==> src/rtl/hazard_ctrl.sv <==
// Pipeline hazard controller: execute-stage forwarding selects, stall/flush strobes,
// operand-hold sequencing across data-memory waits, and a sticky memory-timeout trap.

module hazard_fwd_sel #(
    parameter int REG_ADDR_WIDTH = 5,
    parameter int CONTROL_WIDTH  = 2
) (
    input  logic [REG_ADDR_WIDTH-1:0] i_rs,
    input  logic [REG_ADDR_WIDTH-1:0] i_rdM,
    input  logic                      i_regwriteM,
    input  logic [REG_ADDR_WIDTH-1:0] i_rdW,
    input  logic                      i_regwriteW,
    input  logic                      i_hold_valid,
    output logic [CONTROL_WIDTH-1:0]  o_sel
);
    localparam logic [CONTROL_WIDTH-1:0] FWD_RF   = CONTROL_WIDTH'(0);
    localparam logic [CONTROL_WIDTH-1:0] FWD_WB   = CONTROL_WIDTH'(1);
    localparam logic [CONTROL_WIDTH-1:0] FWD_MEM  = CONTROL_WIDTH'(2);
    localparam logic [CONTROL_WIDTH-1:0] FWD_HOLD = CONTROL_WIDTH'(3);

    logic w_hit_m;
    logic w_hit_w;

    assign w_hit_m = i_regwriteM && (i_rdM != '0) && (i_rdM == i_rs);
    assign w_hit_w = i_regwriteW && (i_rdW != '0) && (i_rdW == i_rs);

    // The captured hold value is older than M but newer than the regfile/W path
    // once the pipeline has been frozen, hence its slot in the priority order.
    always_comb begin
        o_sel = FWD_RF;
        if (w_hit_m)           o_sel = FWD_MEM;
        else if (i_hold_valid) o_sel = FWD_HOLD;
        else if (w_hit_w)      o_sel = FWD_WB;
    end
endmodule

module hazard_ctrl #(
    parameter int REG_ADDR_WIDTH = 5,
    parameter int CONTROL_WIDTH  = 2,
    parameter int TIMEOUT_CYCLES = 255,
    parameter int CNT_WIDTH      = 8
) (
    input  logic                      clk,
    input  logic                      rst_n,
    input  logic [REG_ADDR_WIDTH-1:0] rs1D,
    input  logic [REG_ADDR_WIDTH-1:0] rs2D,
    input  logic [REG_ADDR_WIDTH-1:0] rs1E,
    input  logic [REG_ADDR_WIDTH-1:0] rs2E,
    input  logic [REG_ADDR_WIDTH-1:0] rdE,
    input  logic                      loadE,
    input  logic                      pcsrcE,
    input  logic [REG_ADDR_WIDTH-1:0] rdM,
    input  logic                      regwriteM,
    input  logic [REG_ADDR_WIDTH-1:0] rdW,
    input  logic                      regwriteW,
    input  logic                      dmem_busy,
    output logic [CONTROL_WIDTH-1:0]  forwardAE,
    output logic [CONTROL_WIDTH-1:0]  forwardBE,
    output logic                      hold_a_en,
    output logic                      hold_b_en,
    output logic                      stallF,
    output logic                      stallD,
    output logic                      stallE,
    output logic                      stallM,
    output logic                      flushD,
    output logic                      flushE,
    output logic                      flushW,
    output logic                      mem_timeout
);
    localparam int NUM_OPS = 2;
    localparam logic [CONTROL_WIDTH-1:0] FWD_WB  = CONTROL_WIDTH'(1);
    localparam logic [CNT_WIDTH-1:0]     CNT_LAST = CNT_WIDTH'(TIMEOUT_CYCLES - 1);

    typedef enum logic [1:0] {
        ST_RUN  = 2'd0,
        ST_WAIT = 2'd1,
        ST_ERR  = 2'd2
    } state_t;

    state_t                              r_state, w_state_nxt;
    logic [CNT_WIDTH-1:0]                r_cnt, w_cnt_nxt;
    logic [NUM_OPS-1:0]                  r_hold_valid, w_hold_valid_nxt;
    logic                                r_mem_timeout, w_mem_timeout_nxt;

    logic [NUM_OPS-1:0][REG_ADDR_WIDTH-1:0] w_rs;
    logic [NUM_OPS-1:0][CONTROL_WIDTH-1:0]  w_sel;
    logic [NUM_OPS-1:0]                     w_hold_en;
    logic                                   w_frozen;
    logic                                   w_load_use;

    assign w_rs = {rs2E, rs1E};

    for (genvar g = 0; g < NUM_OPS; g++) begin : g_fwd
        hazard_fwd_sel #(
            .REG_ADDR_WIDTH (REG_ADDR_WIDTH),
            .CONTROL_WIDTH  (CONTROL_WIDTH)
        ) u_sel (
            .i_rs         (w_rs[g]),
            .i_rdM        (rdM),
            .i_regwriteM  (regwriteM),
            .i_rdW        (rdW),
            .i_regwriteW  (regwriteW),
            .i_hold_valid (r_hold_valid[g]),
            .o_sel        (w_sel[g])
        );
        // Capture only on the cycle the freeze begins; W is bubbled afterwards.
        assign w_hold_en[g] = (r_state == ST_RUN) && dmem_busy && (w_sel[g] == FWD_WB);
    end

    assign forwardAE   = w_sel[0];
    assign forwardBE   = w_sel[1];
    assign hold_a_en   = w_hold_en[0];
    assign hold_b_en   = w_hold_en[1];
    assign mem_timeout = r_mem_timeout;

    assign w_load_use = loadE && (rdE != '0) && ((rdE == rs1D) || (rdE == rs2D));
    assign w_frozen   = (r_state == ST_ERR) || dmem_busy;

    // A frozen pipeline must not bubble D/E: the branch or load-use is
    // re-evaluated on the exit cycle since E is still holding the same instruction.
    always_comb begin
        stallF = w_frozen | w_load_use;
        stallD = w_frozen | w_load_use;
        stallE = w_frozen;
        stallM = w_frozen;
        flushD = !w_frozen && pcsrcE;
        flushE = !w_frozen && (pcsrcE || w_load_use);
        flushW = w_frozen;
    end

    always_comb begin
        w_state_nxt       = r_state;
        w_cnt_nxt         = r_cnt;
        w_hold_valid_nxt  = r_hold_valid;
        w_mem_timeout_nxt = r_mem_timeout;
        case (r_state)
            ST_RUN: begin
                if (dmem_busy) begin
                    w_state_nxt      = ST_WAIT;
                    w_cnt_nxt        = CNT_WIDTH'(1);
                    w_hold_valid_nxt = r_hold_valid | w_hold_en;
                end
            end
            ST_WAIT: begin
                if (dmem_busy) begin
                    if (r_cnt == CNT_LAST) begin
                        w_state_nxt       = ST_ERR;
                        w_mem_timeout_nxt = 1'b1;
                    end else begin
                        w_cnt_nxt = r_cnt + CNT_WIDTH'(1);
                    end
                end else begin
                    w_state_nxt      = ST_RUN;
                    w_cnt_nxt        = '0;
                    w_hold_valid_nxt = '0;
                end
            end
            ST_ERR: begin
                w_state_nxt = ST_ERR;
            end
            default: begin
                w_state_nxt = ST_RUN;
                w_cnt_nxt   = '0;
            end
        endcase
    end

    always_ff @(posedge clk or negedge rst_n) begin
        if (!rst_n) begin
            r_state       <= ST_RUN;
            r_cnt         <= '0;
            r_hold_valid  <= '0;
            r_mem_timeout <= 1'b0;
        end else begin
            r_state       <= w_state_nxt;
            r_cnt         <= w_cnt_nxt;
            r_hold_valid  <= w_hold_valid_nxt;
            r_mem_timeout <= w_mem_timeout_nxt;
        end
    end
endmodule
==> config.mk <==
export PLATFORM = sky130hd
export DESIGN_NAME = hazard_ctrl
export DESIGN_NICKNAME = d
export VERILOG_FILES = /design/src/rtl/hazard_ctrl.sv
export SDC_FILE = /design/constraint.sdc
export NUM_CORES = 1
export LEC_CHECK = 0
export CAP_MARGIN = 15
export CORE_MARGIN = 3
export CORE_UTILIZATION = 30
export CTS_BUF_LIST = sky130_fd_sc_hd__clkbuf_8
export CTS_CLUSTER_DIAMETER = 150
export DETAILED_ROUTE_END_ITERATION = 7
export PLACE_DENSITY = 0.67
export SLEW_MARGIN = 40
export SYNTH_ARGS = -nofsm -noshare
export SYNTH_HDL_FRONTEND = slang
export SYNTH_HIERARCHICAL = 1
export SYNTH_SLANG_ARGS = --single-unit
==> constraint.sdc <==
create_clock -name clk -period 1.32 [get_ports clk]
set_input_delay 0.132 -clock clk [delete_from_list [all_inputs] [get_ports clk]]
set_output_delay 0.132 -clock clk [all_outputs]
set_load 0.02 [all_outputs]
Word level (Yosys, flattened, before mapping)

Index checks and enable logic that the tools add are counted.

Reductions and logical operators: 26
$add $sub $neg: 1
Eq/ne operators: 15
Bitwise operators: 3
Mux-type cells: 17

Operators with widths:

| operator              | number |
|---|---|
| $eq A5 B5 Y1          | 6 |
| $mux W8               | 3 |
| $pmux W8 S3           | 1 |
| $mux W2               | 9 |
| $reduce_bool A5 Y1    | 3 |
| $logic_and A1 B1 Y1   | 13 |
| $reduce_and A3 Y1     | 3 |
| $add A8 B1 Y8 const B | 1 |
| $eq A8 B8 Y1 const B  | 1 |
| $eq A2 B1 Y1 const B  | 3 |
| $ne A3 B3 Y1 const B  | 2 |
| $pmux W2 S3           | 1 |
| $ne A2 B2 Y1 const B  | 2 |
| $pmux W2 S2           | 1 |
| $logic_or A1 B1 Y1    | 3 |
| $eq A2 B2 Y1 const B  | 1 |
| $logic_not A2 Y1      | 1 |
| $mux W1               | 2 |
| $or A2 B2 Y2          | 1 |
| $reduce_and A2 Y1     | 1 |
| $reduce_bool A2 Y1    | 1 |
| $logic_not A1 Y1      | 1 |
| $not A1 Y1            | 1 |
| $or A1 B1 Y1          | 1 |

Register bits after elaboration: 13
Word-level logic and storage cells: 66
Output and inout bits: 14
Input port bits: 42

Depth between registers and ports, before layout

Depth after elaboration: 11
Mapped depth: 6
Gate-level depth less buffers: 6

Modules after synthesis

Netlist, hierarchy kept.

Modules (own cells, without submodules):

| module         | instances | area an instance (µm²) | sequential area each (µm²) | cells an instance |
|---|---|---|---|---|
| hazard_ctrl    | 1         | 884.6                  | 325.3                      | 98 |
| hazard_fwd_sel | 2         | 155.1                  | 0.0                        | 22 |

Least setup slack after synthesis

OpenSTA, ideal clock, no wires.

Path kind: in2reg
From: in rdW[4]
To: reg r_hold_valid[0]
Buffers on the path: 0
Stages on the path: 6
Setup time: 69 ps
Arrival time: 1963 ps
Required time: 1251 ps
Slack: -712 ps
Cell sequence: or2_2 -> o21ai_0 -> a41oi_1 -> nor2_1 -> nor4b_1 -> a21o_1

Cells in the longest elaborated chain, start to end: 11
Elaborated cells between the ends (all ways): 12
Classes of those cells: eq/ne: 2; mux: 5; bitwise: 1; reduce/logical: 4

RTL lines:

| what                    | line | text |
|---|---|---|
| start: declaration      | 54   | `input logic [REG_ADDR_WIDTH-1:0] rdW,` |
| $reduce_bool A5 Y1      | 25   | `assign w_hit_w = i_regwriteW && (i_rdW != '0) && (i_rdW == i_rs);` |
| $logic_and A1 B1 Y1     | 25   |  |
| $logic_and A1 B1 Y1 (*) | 25   |  |
| $mux W1 (*)             | 33   | `else if (w_hit_w) o_sel = FWD_WB;` |
| $mux W2 (*)             | 32   | `else if (i_hold_valid) o_sel = FWD_HOLD;` |
| $mux W2 (*)             | 31   | `if (w_hit_m) o_sel = FWD_MEM;` |
| net forwardAE[0]        | 57   | `output logic [CONTROL_WIDTH-1:0] forwardAE,` |
| $eq A2 B1 Y1 (*)        | 107  | `assign w_hold_en[g] = (r_state == ST_RUN) && dmem_busy && (w_sel[g] == FWD_WB);` |
| $logic_and A1 B1 Y1 (*) | 107  |  |
| net hold_a_en           | 59   | `output logic hold_a_en,` |
| $or A2 B2 Y2 (*)        | 141  | `w_hold_valid_nxt = r_hold_valid \| w_hold_en;` |
| $mux W2 (*)             | 138  | `if (dmem_busy) begin` |
| $pmux W2 S2 (*)         | 136  | `case (r_state)` |
| end signal: assignment  | 177  | `r_hold_valid <= w_hold_valid_nxt;` |
| end: declaration        | 82   | `logic [NUM_OPS-1:0] r_hold_valid, w_hold_valid_nxt;` |

Mark *: on every way through the listed nets, which the timed path passes. The rest lies on a longest branch. The select of a mux whose other input is x is not followed.
A chain may end at the register's enable or synchronous reset.

Worst setup path after layout

From: in rdM[0]
To: out hold_b_en

Cells in the longest elaborated chain, start to end: 6
Elaborated cells between the ends (all ways): 7
Classes of those cells: eq/ne: 2; mux: 1; reduce/logical: 4

RTL lines:

| what                    | line | text |
|---|---|---|
| start: declaration      | 52   | `input logic [REG_ADDR_WIDTH-1:0] rdM,` |
| $reduce_bool A5 Y1      | 24   | `assign w_hit_m = i_regwriteM && (i_rdM != '0) && (i_rdM == i_rs);` |
| $logic_and A1 B1 Y1     | 24   |  |
| $logic_and A1 B1 Y1 (*) | 24   |  |
| $mux W2 (*)             | 31   |  |
| $eq A2 B1 Y1 (*)        | 107  |  |
| $logic_and A1 B1 Y1 (*) | 107  |  |
| end: declaration        | 60   | `output logic hold_b_en,` |

Mark *: on every way between the ends. The rest lies on a longest branch, timed or not.

==> summary.txt <==
Clock network
  – Skew-Pair Late Insertion Delay: 0.24 ns
  – CTS max path bufs: 2
  – CTS tree: yes
  – Root Buffer: clkbuf_8
  – CTS clk-pin slew, worst paths: 0.06 ns
  – H-tree depth: 1
  – TritonCTS Sinks: 13
  – CTS buffer count: 3

Die
  – Core Area: 3740 um2
  – Die Span Y: 69.1 um
  – Chip width: 69.1 um
  – Initial core utilization: 31.9%
  – Area of the die: 4780 um2
  – Number of core rows: 22
  – Total I/O pin count: 56

STA
  – Max-slew violations: 0
  – Final hold vios: 0
  – Fin Hold WS: about 0.19 ns
  – Setup ws final: -0.296 ns
  – RSZ-0062 raised after global routing: true
  – Tcrit/Tclk final: 122%
  – # setup viols final: 22
  – Tightest Pin Transition: 0.374 ns
  – Max frequency: 0.619 GHz
  – Minimum clock period: 1.62 ns
  – Fin Clk Skew: 0.00223 ns
  – Relative slew slack: around 75%

Global routing
  – Antenna violations before repair: 0
  – Total gr overflow: 0
  – Largest net degree at the start of global routing: 14
  – Gr usage total: 20.1%
  – Vias in the first global route: 1,662
  – First-pass GRT wire length: a little under 8 mm

Finish
  – Most frequent cells in the layout: 33 x buf_4, 29 x buf_6, 18 x xor2_1
  – Final antenna diode count: 0
  – Most common cell after layout, fill and taps aside: buf_4
  – Cell area after layout: around 2500 um2
  – # fillers: about 290
  – Layout cell share with drive strength beyond 1: 60.7%
  – Nets@finish: 287
  – Post-layout util: around two thirds
  – Area Overhead vs Synth: 112%

Detailed routing
  – Residual DRC count: 0
  – Wirelength per Cell: ~17 um
  – Number of nets with antenna violations after routing: 0
  – DRT Wirelength: 4.82 mm
  – Drt pass-1 iters: 4
  – Avg Vias per Cell: 5.14
  – Detailed-route via count: 1,490
  – Drt initial violations: ~90

Critical path
  – Crit start category: primary input
  – Worst Path Arrival: 1.48 ns
  – Crit path max fanout: 3
  – Reg-to-reg endpoint: r_cnt[5]$_DFFE_PN0P_
  – Worst R2R Path Depth: 5
  – Crit Reg-Reg Startpoint: r_state[0]$_DFFE_PN0P_
  – Critical path required time: 1.19 ns
  – Setup crit end kind: primary output
  – Reg2Reg Setup Slack: -0.13 ns
  – CP Class: primary input to primary output

Synthesis
  – Post-synth EDFFs: 0
  – YS warnings: 6
  – Yosys reg bits: 13
  – Async S/R FF share, synth: between 90% and 100%
  – Syn Nets: around 190
  – Seq/Total Area, Yosys: 27.2%
  – Distinct cell type count after synthesis: 36
  – Post-Synthesis Cells: 142
  – Syn avg cell area: roughly 8.4 um2
  – Area of the mapped netlist: roughly 1200 um2
  – Ys flop type: dfrtp_1

Placement
  – Placed cell areas: approximately 2100 um2
  – Dpl hpwl: 3.22 mm
  – Routability cong.: around 0.90
  – Number of port buffers: 55

Outcome
  – Failing checks: setup timing
  – Status: finished, violations left

Pwr
  – Leak: 1.13 nW
  – Pwr Density: about 700 nW/um2
  – Peak VDD IR: 0.000433 V

Job
  – Maxcap violations: 0

Hold path
  – Class of the worst hold path: primary input to asynchronous set/reset pin
[cell families after synthesis]
| logic type | share of synthesized area, % |
|---|---|
| AOI/OAI and AO/OA | 20.1 |
| xor gates and xnor gates | 20.5 |
| adders and majority gates | 2.09 |
| buffers and inverters | 4.71 |
| DFF | 27.2 |
| and+or+nand+nor | 25.3 |
[critical path, cell delays in order]
cell and delay, ns:
buf_8 0.11, o41ai_4 0.38, a211oi_2 0.13, or2_4 0.26, nor4b_4 0.28, buf_4 0.19
[per-layer routing]
layer | global-route usage [%] | part of all wire [%] | up-vias
li1 | - | - | 716
met1 | 21.1 | 37 | 702
met2 | 38.8 | 57 | 62
met3 | 4.08 | 4.6 | 10
met4 | 6.94 | 1.8 | 0
met5 | 0 | 0 | -
[cell usage after synthesis (3+ instances only)]
| cell type | n | area share (%) |
|---|---|---|
| nor3_1 | 6 | 2.5 |
| nor4_1 | 4 | 2.1 |
| inv_1 | 4 | 1.3 |
| nor2_1 | 9 | 2.8 |
| o21ai_0 | 13 | 5.4 |
| nand2_1 | 13 | 4.1 |
| buf_4 | 3 | 1.9 |
| xor2_1 | 18 | 13 |
| a31oi_1 | 3 | 1.6 |
| a21o_1 | 4 | 2.5 |
| or2_2 | 3 | 1.6 |
| or2_1 | 3 | 1.6 |
| xnor2_1 | 10 | 7.3 |
| dfrtp_1 | 13 | 27 |
| nand3_1 | 5 | 2.1 |
| o31ai_1 | 3 | 1.9 |
[report_power, final]
| part | internal, mW | switching, mW | total, mW |
|---|---|---|---|
| Sequential | 0.438 | 0.0489 | 0.487 |
| Clock | 0.205 | 0.145 | 0.351 |
| Combinational | 0.517 | 0.436 | 0.953 |
[per-stage QoR]
| stage | power [mW] | setup TNS (ns) | setup slack [ns] | instances |
|---|---|---|---|---|
| 2_1_floorplan | 0.821 | -0.517 | -0.137 | 142 |
| 3_3_place_gp | 1.24 | -14.03 | -1.07 | 279 |
| 3_5_place_dp | 1.26 | -14.80 | -1.15 | 279 |
| 4_1_cts | 1.73 | -1.98 | -0.315 | 288 |
| 5_1_grt | 1.88 | -3.70 | -0.338 | 290 |
| 6_report | 1.79 | -2.28 | -0.296 | 290 |
[flip-flops by register name (all words and copies together) (netlist names)]
signal,count
r_hold_valid,2
r_state,2
mem_timeout,1
r_cnt,8
[area by class of cell]
class | count | area, um2 | area share (%)
repair buffers | 101 | 877 | 34.5
well taps | 48 | 60.1 | 2.37
inverters | 4 | 15.0 | 0.591
flip-flops and latches | 13 | 329 | 13.0
clock buffers | 3 | 41.3 | 1.63
multi-input cells | 120 | 1210 | 47.8
clock inverters | 1 | 3.75 | 0.148
[worst max-delay path by stage]
| stage | start | endpoint | slack, ns | cells after the start |
|---|---|---|---|---|
| after global routing | rdM[0] | hold_b_en | -0.34 | 6 |
| final | rdM[0] | hold_b_en | -0.30 | 6 |
| after global placement | rdM[0] | hold_a_en | -1.07 | 6 |
| after detailed placement | rdM[0] | hold_a_en | -1.15 | 6 |
| after CTS | rdM[3] | hold_a_en | -0.32 | 6 |
| after floorplan | rdM[0] | r_hold_valid[0]$_DFFE_PN0P_ | -0.14 | 5 |
[what timing repair did]
action | 4_1_cts | 5_1_grt
setup buffers | 7 | 5
hold buffers | 0 | 0
endpoints found under the setup margin | 27 | 26
resized for setup | 238 | 36
pin swaps | 40 | 28
Power figures use the tool's default switching activity.
